## config.mk

```make
export PLATFORM = sky130hd
export DESIGN_NAME = rr_grant_sched_8_flat
export DESIGN_NICKNAME = d
export VERILOG_FILES = /design/src/rtl/rr_grant_sched_8_pkg.sv /design/src/rtl/rr_grant_sched_8_if.sv /design/src/rtl/rr_grant_sched_8_dec.sv /design/src/rtl/rr_grant_sched_8.sv /design/src/flat_wrapper.sv
export SDC_FILE = /design/constraint.sdc
export NUM_CORES = 1
export LEC_CHECK = 0
export ABC_CLOCK_PERIOD_IN_PS = 4100
export BUFFER_PORTS_ARGS = -buffer_cell sky130_fd_sc_hd__buf_4
export CELL_PAD_IN_SITES_DETAIL_PLACEMENT = 0
export CELL_PAD_IN_SITES_GLOBAL_PLACEMENT = 1
export CORE_ASPECT_RATIO = 0.6
export CORE_MARGIN = 3
export CORE_UTILIZATION = 45
export DETAILED_ROUTE_END_ITERATION = 8
export PLACE_DENSITY_LB_ADDON = 0.1
export SKIP_CTS_REPAIR_TIMING = 1
export SLEW_MARGIN = 20
export SYNTH_ARGS = -nofsm -noshare
export SYNTH_HDL_FRONTEND = slang
export SYNTH_HIERARCHICAL = 1
export SYNTH_SLANG_ARGS = --single-unit
export TNS_END_PERCENT = 100
```

## constraint.sdc

```tcl
create_clock -name clk -period 4.1 [get_ports clk]
set_input_delay 0.41 -clock clk [delete_from_list [all_inputs] [get_ports clk]]
set_output_delay 0.41 -clock clk [all_outputs]
set_load 0.02 [all_outputs]
```

## src/rtl/rr_grant_sched_8_pkg.sv

```systemverilog
// Shared types and constants for the 8-way round-robin grant scheduler.
package rr_grant_sched_8_pkg;
  localparam int N_REQ = 8;
  localparam int IDX_W = 3;

  typedef enum logic {
    IDLE = 1'b0,
    OWN  = 1'b1
  } state_e;
endpackage

```

## src/rtl/rr_grant_sched_8_if.sv

```systemverilog
// Requester/grant bundle between the requesting blocks (master) and the scheduler (slave).
interface rr_grant_sched_8_if;
  logic                                        en;
  logic [rr_grant_sched_8_pkg::N_REQ-1:0]      req;
  logic [rr_grant_sched_8_pkg::N_REQ-1:0]      gnt;
  logic [rr_grant_sched_8_pkg::IDX_W-1:0]      gnt_idx;
  logic                                        gnt_valid;
  logic [rr_grant_sched_8_pkg::IDX_W-1:0]      ptr;

  modport master (output en, req, input  gnt, gnt_idx, gnt_valid, ptr);
  modport slave  (input  en, req, output gnt, gnt_idx, gnt_valid, ptr);
endinterface

```

## src/rtl/rr_grant_sched_8_dec.sv

```systemverilog
// Index + enable to one-hot decoder; bit i set when i_idx == i and i_en.
module rr_idx_decoder
  import rr_grant_sched_8_pkg::*;
(
  input  logic [IDX_W-1:0] i_idx,
  input  logic             i_en,
  output logic [N_REQ-1:0] o_onehot
);
  always_comb begin
    o_onehot = '0;
    if (i_en) o_onehot[i_idx] = 1'b1;
  end
endmodule

```

## src/rtl/rr_grant_sched_8.sv

```systemverilog
// 8-requester round-robin scheduler: one owner at a time, held until release or
// hold-limit expiry, with atomic one-hot to one-hot handover.
module rr_grant_sched_8
  import rr_grant_sched_8_pkg::*;
#(
  parameter int MAX_HOLD = 16,
  parameter int CNT_W    = 5
) (
  input  logic                clk,
  input  logic                rst,
  rr_grant_sched_8_if.slave   bus
);
  state_e             r_state, w_state_nxt;
  logic [IDX_W-1:0]   r_idx, w_idx_nxt;
  logic [IDX_W-1:0]   r_ptr, w_ptr_nxt;
  logic [CNT_W-1:0]   r_cnt, w_cnt_nxt;

  logic [N_REQ-1:0]   w_sreq;
  logic [IDX_W-1:0]   w_cand;
  logic [IDX_W-1:0]   w_win;
  logic               w_found;
  logic               w_expire;

  // Owner is masked while OWN: harmless on release (its req is 0), needed on expiry.
  always_comb begin
    w_sreq  = bus.req;
    if (r_state == OWN) w_sreq[r_idx] = 1'b0;
    w_found = 1'b0;
    w_win   = '0;
    w_cand  = '0;
    for (int k = 0; k < N_REQ; k++) begin
      w_cand = r_ptr + IDX_W'(k);
      if (!w_found && w_sreq[w_cand]) begin
        w_found = 1'b1;
        w_win   = w_cand;
      end
    end
  end

  assign w_expire = (MAX_HOLD != 0) && (r_cnt == CNT_W'(MAX_HOLD));

  always_comb begin
    w_state_nxt = r_state;
    w_idx_nxt   = r_idx;
    w_ptr_nxt   = r_ptr;
    w_cnt_nxt   = r_cnt;
    unique case (r_state)
      IDLE: begin
        if (bus.en && w_found) begin
          w_state_nxt = OWN;
          w_idx_nxt   = w_win;
          w_ptr_nxt   = w_win + 1'b1;
          w_cnt_nxt   = CNT_W'(1);
        end
      end
      OWN: begin
        if (!bus.req[r_idx] || w_expire) begin
          if (bus.en && w_found) begin
            w_idx_nxt = w_win;
            w_ptr_nxt = w_win + 1'b1;
            w_cnt_nxt = CNT_W'(1);
          end else if (!bus.req[r_idx]) begin
            w_state_nxt = IDLE;
          end else if (bus.en) begin
            // Expiry with nobody waiting: re-grant the same owner.
            w_ptr_nxt = r_idx + 1'b1;
            w_cnt_nxt = CNT_W'(1);
          end
        end else if (r_cnt != '1) begin
          w_cnt_nxt = r_cnt + 1'b1;
        end
      end
      default: w_state_nxt = IDLE;
    endcase
  end

  always_ff @(posedge clk) begin
    if (rst) begin
      r_state <= IDLE;
      r_idx   <= '0;
      r_ptr   <= '0;
      r_cnt   <= '0;
    end else begin
      r_state <= w_state_nxt;
      r_idx   <= w_idx_nxt;
      r_ptr   <= w_ptr_nxt;
      r_cnt   <= w_cnt_nxt;
    end
  end

  assign bus.gnt_idx   = r_idx;
  assign bus.gnt_valid = (r_state == OWN);
  assign bus.ptr       = r_ptr;

  rr_idx_decoder u_dec (
    .i_idx    (r_idx),
    .i_en     (r_state == OWN),
    .o_onehot (bus.gnt)
  );
endmodule
```

## src/flat_wrapper.sv

```systemverilog
// flat-port wrapper written by rule: the top's interface ports become plain ports
module rr_grant_sched_8_flat import rr_grant_sched_8_pkg::*;
#(
  parameter int MAX_HOLD = 16,
  parameter int CNT_W    = 5
)
  (clk, rst, bus_en, bus_req, bus_gnt, bus_gnt_idx, bus_gnt_valid, bus_ptr);
  rr_grant_sched_8_if bus_i ();
  input  logic clk;
  input  logic rst;
  input wire logic [$bits(bus_i.en)-1:0] bus_en;
  input wire logic [$bits(bus_i.req)-1:0] bus_req;
  output wire logic [$bits(bus_i.gnt)-1:0] bus_gnt;
  output wire logic [$bits(bus_i.gnt_idx)-1:0] bus_gnt_idx;
  output wire logic [$bits(bus_i.gnt_valid)-1:0] bus_gnt_valid;
  output wire logic [$bits(bus_i.ptr)-1:0] bus_ptr;
  assign bus_i.en = bus_en;
  assign bus_i.req = bus_req;
  assign bus_gnt = bus_i.gnt;
  assign bus_gnt_idx = bus_i.gnt_idx;
  assign bus_gnt_valid = bus_i.gnt_valid;
  assign bus_ptr = bus_i.ptr;
  rr_grant_sched_8 #(.MAX_HOLD(MAX_HOLD), .CNT_W(CNT_W)) u_core (.clk(clk), .rst(rst), .bus(bus_i));
endmodule
```

# --- Word-level counts from Yosys, hierarchy flattened ---
# Cells that the tools add are included.
word_totals:
  in_bits: 11
  elab_cells: 115
  regBits: 12
op_classes:
  eq_ne: 9
  order_cmp: 10
  n_bitwise: 3
  n_addsub: 10
  reduce_logical: 20
  n_mux: 59
ops:
  columns: ["operator", "n"]
  rows:
  - ["2-to-1 mux 3 bit", 15]
  - ["less-than comparator 3 x 4 -> 1 bit, second input constant", 9]
  - ["2-to-1 mux 5 bit", 6]
  - ["binary-select mux 1 bit (select 3 bit)", 9]
  - ["2-to-1 mux 1 bit", 22]
  - ["2-to-1 mux 8 bit", 2]
  - ["adder 3 bit, second input constant", 4]
  - ["case mux 3 bit (2 select lines)", 2]
  - ["case mux 5 bit (2 select lines)", 1]
  - ["adder 3 x 1 -> 3 bit, second input constant", 3]
  - ["logical AND 1 bit", 9]
  - ["!= test 3 bit, second input constant", 3]
  - ["bitwise AND 8 bit", 1]
  - ["logical NOT 1 bit", 8]
  - ["!= test 4 bit, second input constant", 2]
  - ["NOT 8 bit", 1]
  - ["AND reduction 4 bit", 2]
  - ["adder 3 x 2 -> 3 bit, second input constant", 2]
  - ["adder 5 x 1 -> 5 bit, second input constant", 1]
  - ["== test 5 bit, second input constant", 1]
  - ["!= test 5 bit, second input constant", 1]
  - ["demux 1 bit (select 3 bit)", 1]
  - [">= comparator 3 x 1 -> 1 bit, second input constant", 1]
  - ["!= test 2 x 1 -> 1 bit, second input constant", 1]
  - ["other kinds (4)", 4]

# --- Logic depth before layout (Yosys ltp) ---
depth:
  word_depth: 35
  ltp_mapped: 16
  ltp_nobuf: 14

# --- Modules after synthesis ---
# The synthesis kept the hierarchy.
by_module_without_submodules:
  columns: ["mod", "n_inst", "area_per_inst_um2", "seq_area_each_um2", "cells_each"]
  rows:
  - ["rr_grant_sched_8", 1, 2005.7, 240.2, 242]
  - ["rr_idx_decoder", 1, 96.3, 0.0, 8]

# --- Worst setup path before layout ---
# Ideal clock, no wire load.
synth_timing:
  kind: "register to register"
  startpoint: "register u_core.r_ptr[0], in the netlist u_core/bus.ptr[0]"
  endpoint: "register u_core.r_ptr[2], in the netlist u_core/bus.ptr[2]"
  path_stages_with_launch: 15
  setup_ps: 82
  t_arrival_ps: 3810
  slack_ps: 208
  cell_sequence: "dfxtp_1 > clkbuf_1 > inv_1 > ha_1 > clkbuf_1 > a32o_1 > mux4_2 > nor4b_1 > a311oi_1 > o211a_1 > o21ai_0 > o21ai_0 > ha_1 > or3_1 > o221ai_1"
synth_between:
  elab_chain_len: 28
  elab_cells_between_ends: 63
  cone_classes: "add/sub (8); eq/ne (3); mux (36); reduce/logical (16)"
synth_rtl:
  columns: ["item", "line", "source"]
  rows:
  - ["start, declared", "rr_grant_sched_8.sv:15", "logic [IDX_W-1:0] r_ptr, w_ptr_nxt;"]
  - ["start signal, assigned", "rr_grant_sched_8.sv:86", "r_ptr <= w_ptr_nxt;"]
  - ["parallel branches: the longest is 23 deep, another holds adder 3 x 1 -> 3 bit", null, null]
  - ["2-to-1 mux 3 bit *", "rr_grant_sched_8.sv:33", "if (!w_found && w_sreq[w_cand]) begin"]
  - ["named net u_core.w_win[1]", "rr_grant_sched_8.sv:20", "logic [IDX_W-1:0] w_win;"]
  - ["adder 3 x 1 -> 3 bit *", "rr_grant_sched_8.sv:52, rr_grant_sched_8.sv:60", null]
  - ["2-to-1 mux 3 bit", "rr_grant_sched_8.sv:58", "if (bus.en && w_found) begin"]
  - ["2-to-1 mux 3 bit", "rr_grant_sched_8.sv:57", "if (!bus.req[r_idx] || w_expire) begin"]
  - ["case mux 3 bit (2 select lines) *", "rr_grant_sched_8.sv:47", "unique case (r_state)"]
# Mark *: on every way through the listed nets, which the timed path passes. The select of a mux whose other input is x is not followed.
# A chain may end at the register's enable or synchronous reset.

# --- Worst setup path after layout ---
layout_timing:
  startpoint: "register u_core.r_idx[2], in the netlist u_core/bus.gnt_idx[2]"
  endpoint: "register u_core.r_ptr[2], in the netlist u_core/bus.ptr[2]"
layout_between:
  elab_chain_len: 35
  elab_cells_between_ends: 72
  cone_classes: "add/sub (2); order compare (2); eq/ne (4); mux (43); bitwise (2); reduce/logical (19)"
layout_rtl:
  columns: ["item", "line", "source"]
  rows:
  - ["start, declared", "rr_grant_sched_8.sv:14", "logic [IDX_W-1:0] r_idx, w_idx_nxt;"]
  - ["start signal, assigned", "rr_grant_sched_8.sv:85", "r_idx <= w_idx_nxt;"]
  - ["less-than comparator 3 x 4 -> 1 bit (not written as such) or >= comparator 3 x 1 -> 1 bit (tied branches)", "rr_grant_sched_8.sv:27", "if (r_state == OWN) w_sreq[r_idx] = 1'b0;"]
  - ["logical AND 1 bit (not written as such)", "rr_grant_sched_8.sv:27", null]
  - ["2-to-1 mux 1 bit (not written as such)", "rr_grant_sched_8.sv:27", null]
  - ["demux 1 bit (select 3 bit) *", null, null]
  - ["NOT 8 bit (no source line) *", null, null]
  - ["bitwise AND 8 bit (no source line) *", null, null]
  - ["2-to-1 mux 8 bit *", "rr_grant_sched_8.sv:27", null]
  - ["binary-select mux 1 bit (select 3 bit)", "rr_grant_sched_8.sv:33", null]
  - ["(+20 left out)", null, null]
  - ["logical NOT 1 bit", "rr_grant_sched_8.sv:33", null]
  - ["logical AND 1 bit", "rr_grant_sched_8.sv:33", null]
  - ["2-to-1 mux 3 bit *", "rr_grant_sched_8.sv:33", null]
  - ["named net u_core.w_win[1]", "rr_grant_sched_8.sv:20", null]
  - ["adder 3 x 1 -> 3 bit *", "rr_grant_sched_8.sv:52, rr_grant_sched_8.sv:60", null]
  - ["2-to-1 mux 3 bit", "rr_grant_sched_8.sv:58", null]
  - ["2-to-1 mux 3 bit", "rr_grant_sched_8.sv:57", null]
  - ["case mux 3 bit (2 select lines) *", "rr_grant_sched_8.sv:47", null]
# The timed path passes the listed nets; every way through them passes the cells marked *. The select of a mux whose other input is x is not followed.

==> impl_results.md <==
- Post-synth EDFFs: 0
- Share of cells above drive strength 1: around 28%
- Pin count of the biggest net entering global routing: 29
- Critical path required time: between 4000 and 5000 ps
- Worst-path clk slew: 50 ps
- Buffers on Ports: 25
- MaxCap Viol Count: 0
- Most common cell after layout, fill and taps aside: buf_4
- Die ar.: around 5600 um2
- Number of distinct library cells after synthesis: around 70
- Vias in the first global route: a little under 2000
- Commonest register cell after synthesis: dfxtp_1
- Asr flop ratio synth: 0%
- Initial Util: 48.9%
- Slew HR: between 40% and 50%
- Final HPWL DP: roughly 4.9 mm
- Tot GR Track Use: about a quarter
- Most frequent cells in the layout: 35 x buf_4, 19 x nand2_1, 17 x inv_1
- Horiz. Die Dim: between 90 and 100 um
- Largest cells by area after synthesis: dfxtp_1 11%, mux4_2 8.6%, ha_1 4.2%, o32ai_1 4.2%, nand2_1 3.4%
- Min Tclk post-route: ~3800 ps
- Largest family of logic cells by synthesized area: simple AND/OR/NAND/NOR gates
- Final core occ: 55.9%
- WS Path Type: reg -> reg
- Xor/xnor cell area share of the yosys netlist: 2.08%
- Initial DRC count: approximately 250
- Critical Path AT: 3920 ps
- Crit. End Element: flip-flop
- Placed Cells: roughly 330
- Gpl congestion: between 0.8 and 0.9
- Maximum clock insertion buffer count: 2
- Worst slew pin tran: around 740 ps
- TritonCTS clock tree: built
- DP Worst Slack: between 200 and 300 ps
- Multi-input gate area: ~1700 um2
- Mean area per synthesized cell: roughly 8.4 um2
- Hold Vio Cnt, Final: 0
- Top-area cell type share of the netlist area: around 11%
- Status: completed
- Cells after Synth: between 200 and 300
- Yosys synthesis warning count: 6
- Post-Layout Cell Count: about 330
- Setup TNS after final layout: 0 ps
- First-pass iteration count of the detailed router: 5
- Fillers: just under 400
- Fmax: 266 MHz
- Initial antenna violation count: 0
- First-pass GRT wire length: 10.3 mm
- Max Fanout on Critical Path: 11
- Period utilisation layout: slightly above 90%
- Final WS setup: between 300 and 400 ps
- Total detailed-routing wirelength: ~6.3 mm
- # DRC: 0
- Mapped Nets: around 270
- Multiplexer share of the synthesized area: approximately an eighth
- Synth Area in Simple Gates: between 30% and 40%
- Mapped Area: around 2100 um2
- Post-synth top area cell: dfxtp_1
- Clock root buffer: clkbuf_8
- Routed wire per std cell: 18.8 um
- Core area: between 4000 and 5000 um2
- Sequential area share after synthesis: 11.4%
- P_leak: roughly 0.9 nW
- Fin Hold WS: 442 ps
- Antenna diodes: 0
- Power per Cell Area: 847 nW/um2
- Register Area: ~240 um2
- Synth Area in Compound Gates: ~28%
- Vias: between 2000 and 2500
- VDD IR max: roughly 0.34 mV
- Fin area: ~2400 um2
- Rows: 18
- I/O pin total: 26
- DP Area: between 2000 and 2500 um2
- Power after layout: about 2.0 mW
- Nets: approximately 290
- H-tree depth: 1
- Final ANT Viol Nets: 0
- Slew Limit Fails: 0
- Clk sinks: 12
- Number of synthesized register bits: 12
- GRT overflow: 0
- Area growth syn-to-layout: 14.3%
- Adder-cell share of the synthesized area: approximately 4.2%
- Skew-Pair Late Insertion Delay: between 200 and 250 ps
- Worst hold path class: in -> reg
- Cts bufs inserted: 3
- Setup-failing EPs final: 0
- Critical path launch point type: flip-flop
- Die Y: slightly below 60 um
- Skew final: 1.45 ps
- RSZ-0062 raised after global routing: no
- Vias per cell: 6.55
cell families (layout without fill, tap and decap cells):
family,after synthesis,in the layout
mux,16,16
fa+ha+maj,7,7
compound gates,74,74
simple gates,105,105
buf+inv,31,55
flops,12,12
xor+xnor,5,5
critical path: stages, from the launching register on:
cell and delay [ps]:
dfxtp_1 630, and4b_2 330, o32ai_1 610, mux4_2 500, nor2_1 130, a311oi_1 350
o211ai_1 130, o21ai_0 120, o21ai_0 140, ha_1 230, or3_1 360, o221ai_1 160
worst paths after layout:
path,endpoint,slack [ps],from,depth (start not counted)
setup / recovery,u_core/bus.ptr[2]$_SDFFE_PP0P_,330,u_core/bus.gnt_idx[2]$_SDFFE_PP0P_,11
hold / removal,u_core/r_cnt[1]$_SDFFE_PP0P_,440,rst,2
setup reg to reg,u_core/bus.ptr[2]$_SDFFE_PP0P_,330,u_core/bus.gnt_idx[2]$_SDFFE_PP0P_,11
hold reg to reg,u_core/r_cnt[4]$_SDFFE_PP0P_,500,u_core/r_cnt[4]$_SDFFE_PP0P_,2
synth_stat cells, types with 4 or more instances:
master    number
ha_1           7
a21oi_1       10
nor2_1        16
o32ai_1       10
a221oi_1       5
or3_1          4
mux2i_1        6
nand3_1        6
a211oi_1       5
dfxtp_1       12
nand4b_1       5
buf_2          4
nand2b_1       6
mux4_2         8
nand2_1       19
clkbuf_1       7
inv_1         17
nor2b_1        7
o21ai_0        8
and4bb_2       5
and2_1         7
and4b_2        4
power breakdown:
part / leakage, nW / total (mW) / switching (mW) / internal [mW]
registers: 0.0992 / 0.243 / 0.0954 / 0.148
clock network: 0.0216 / 0.105 / 0.0408 / 0.0645
logic: 0.801 / 1.69 / 0.959 / 0.729
total: 0.922 / 2.04 / 1.10 / 0.942
per-layer routing:
layer	vias up	track usage, %	routed length (um)
met5	-	0	0
met4	0	3.70	36
met3	6	4.73	610
met2	110	30.0	2340
met1	1022	40.0	3290
li1	1050	-	-
final cells by class:
class                           count  share of cell area [%]
Tap cell                           60                    3.12
Timing Repair Buffer               35                    10.9
Inverter                           17                    2.65
Sequential cell                    12                    10.1
Clock buffer                        3                    1.72
Multi-Input combinational cell    207                    71.5
flip-flops by register name, summed over array words and instances, names as in the netlist:
| signal | cells |
|---|---|
| u_core/r_cnt | 5 |
| u_core/bus.gnt_idx | 3 |
| u_core/bus.ptr | 3 |
| u_core/bus.gnt_valid | 1 |
Note: power is estimated with default switching activity, not from simulation.
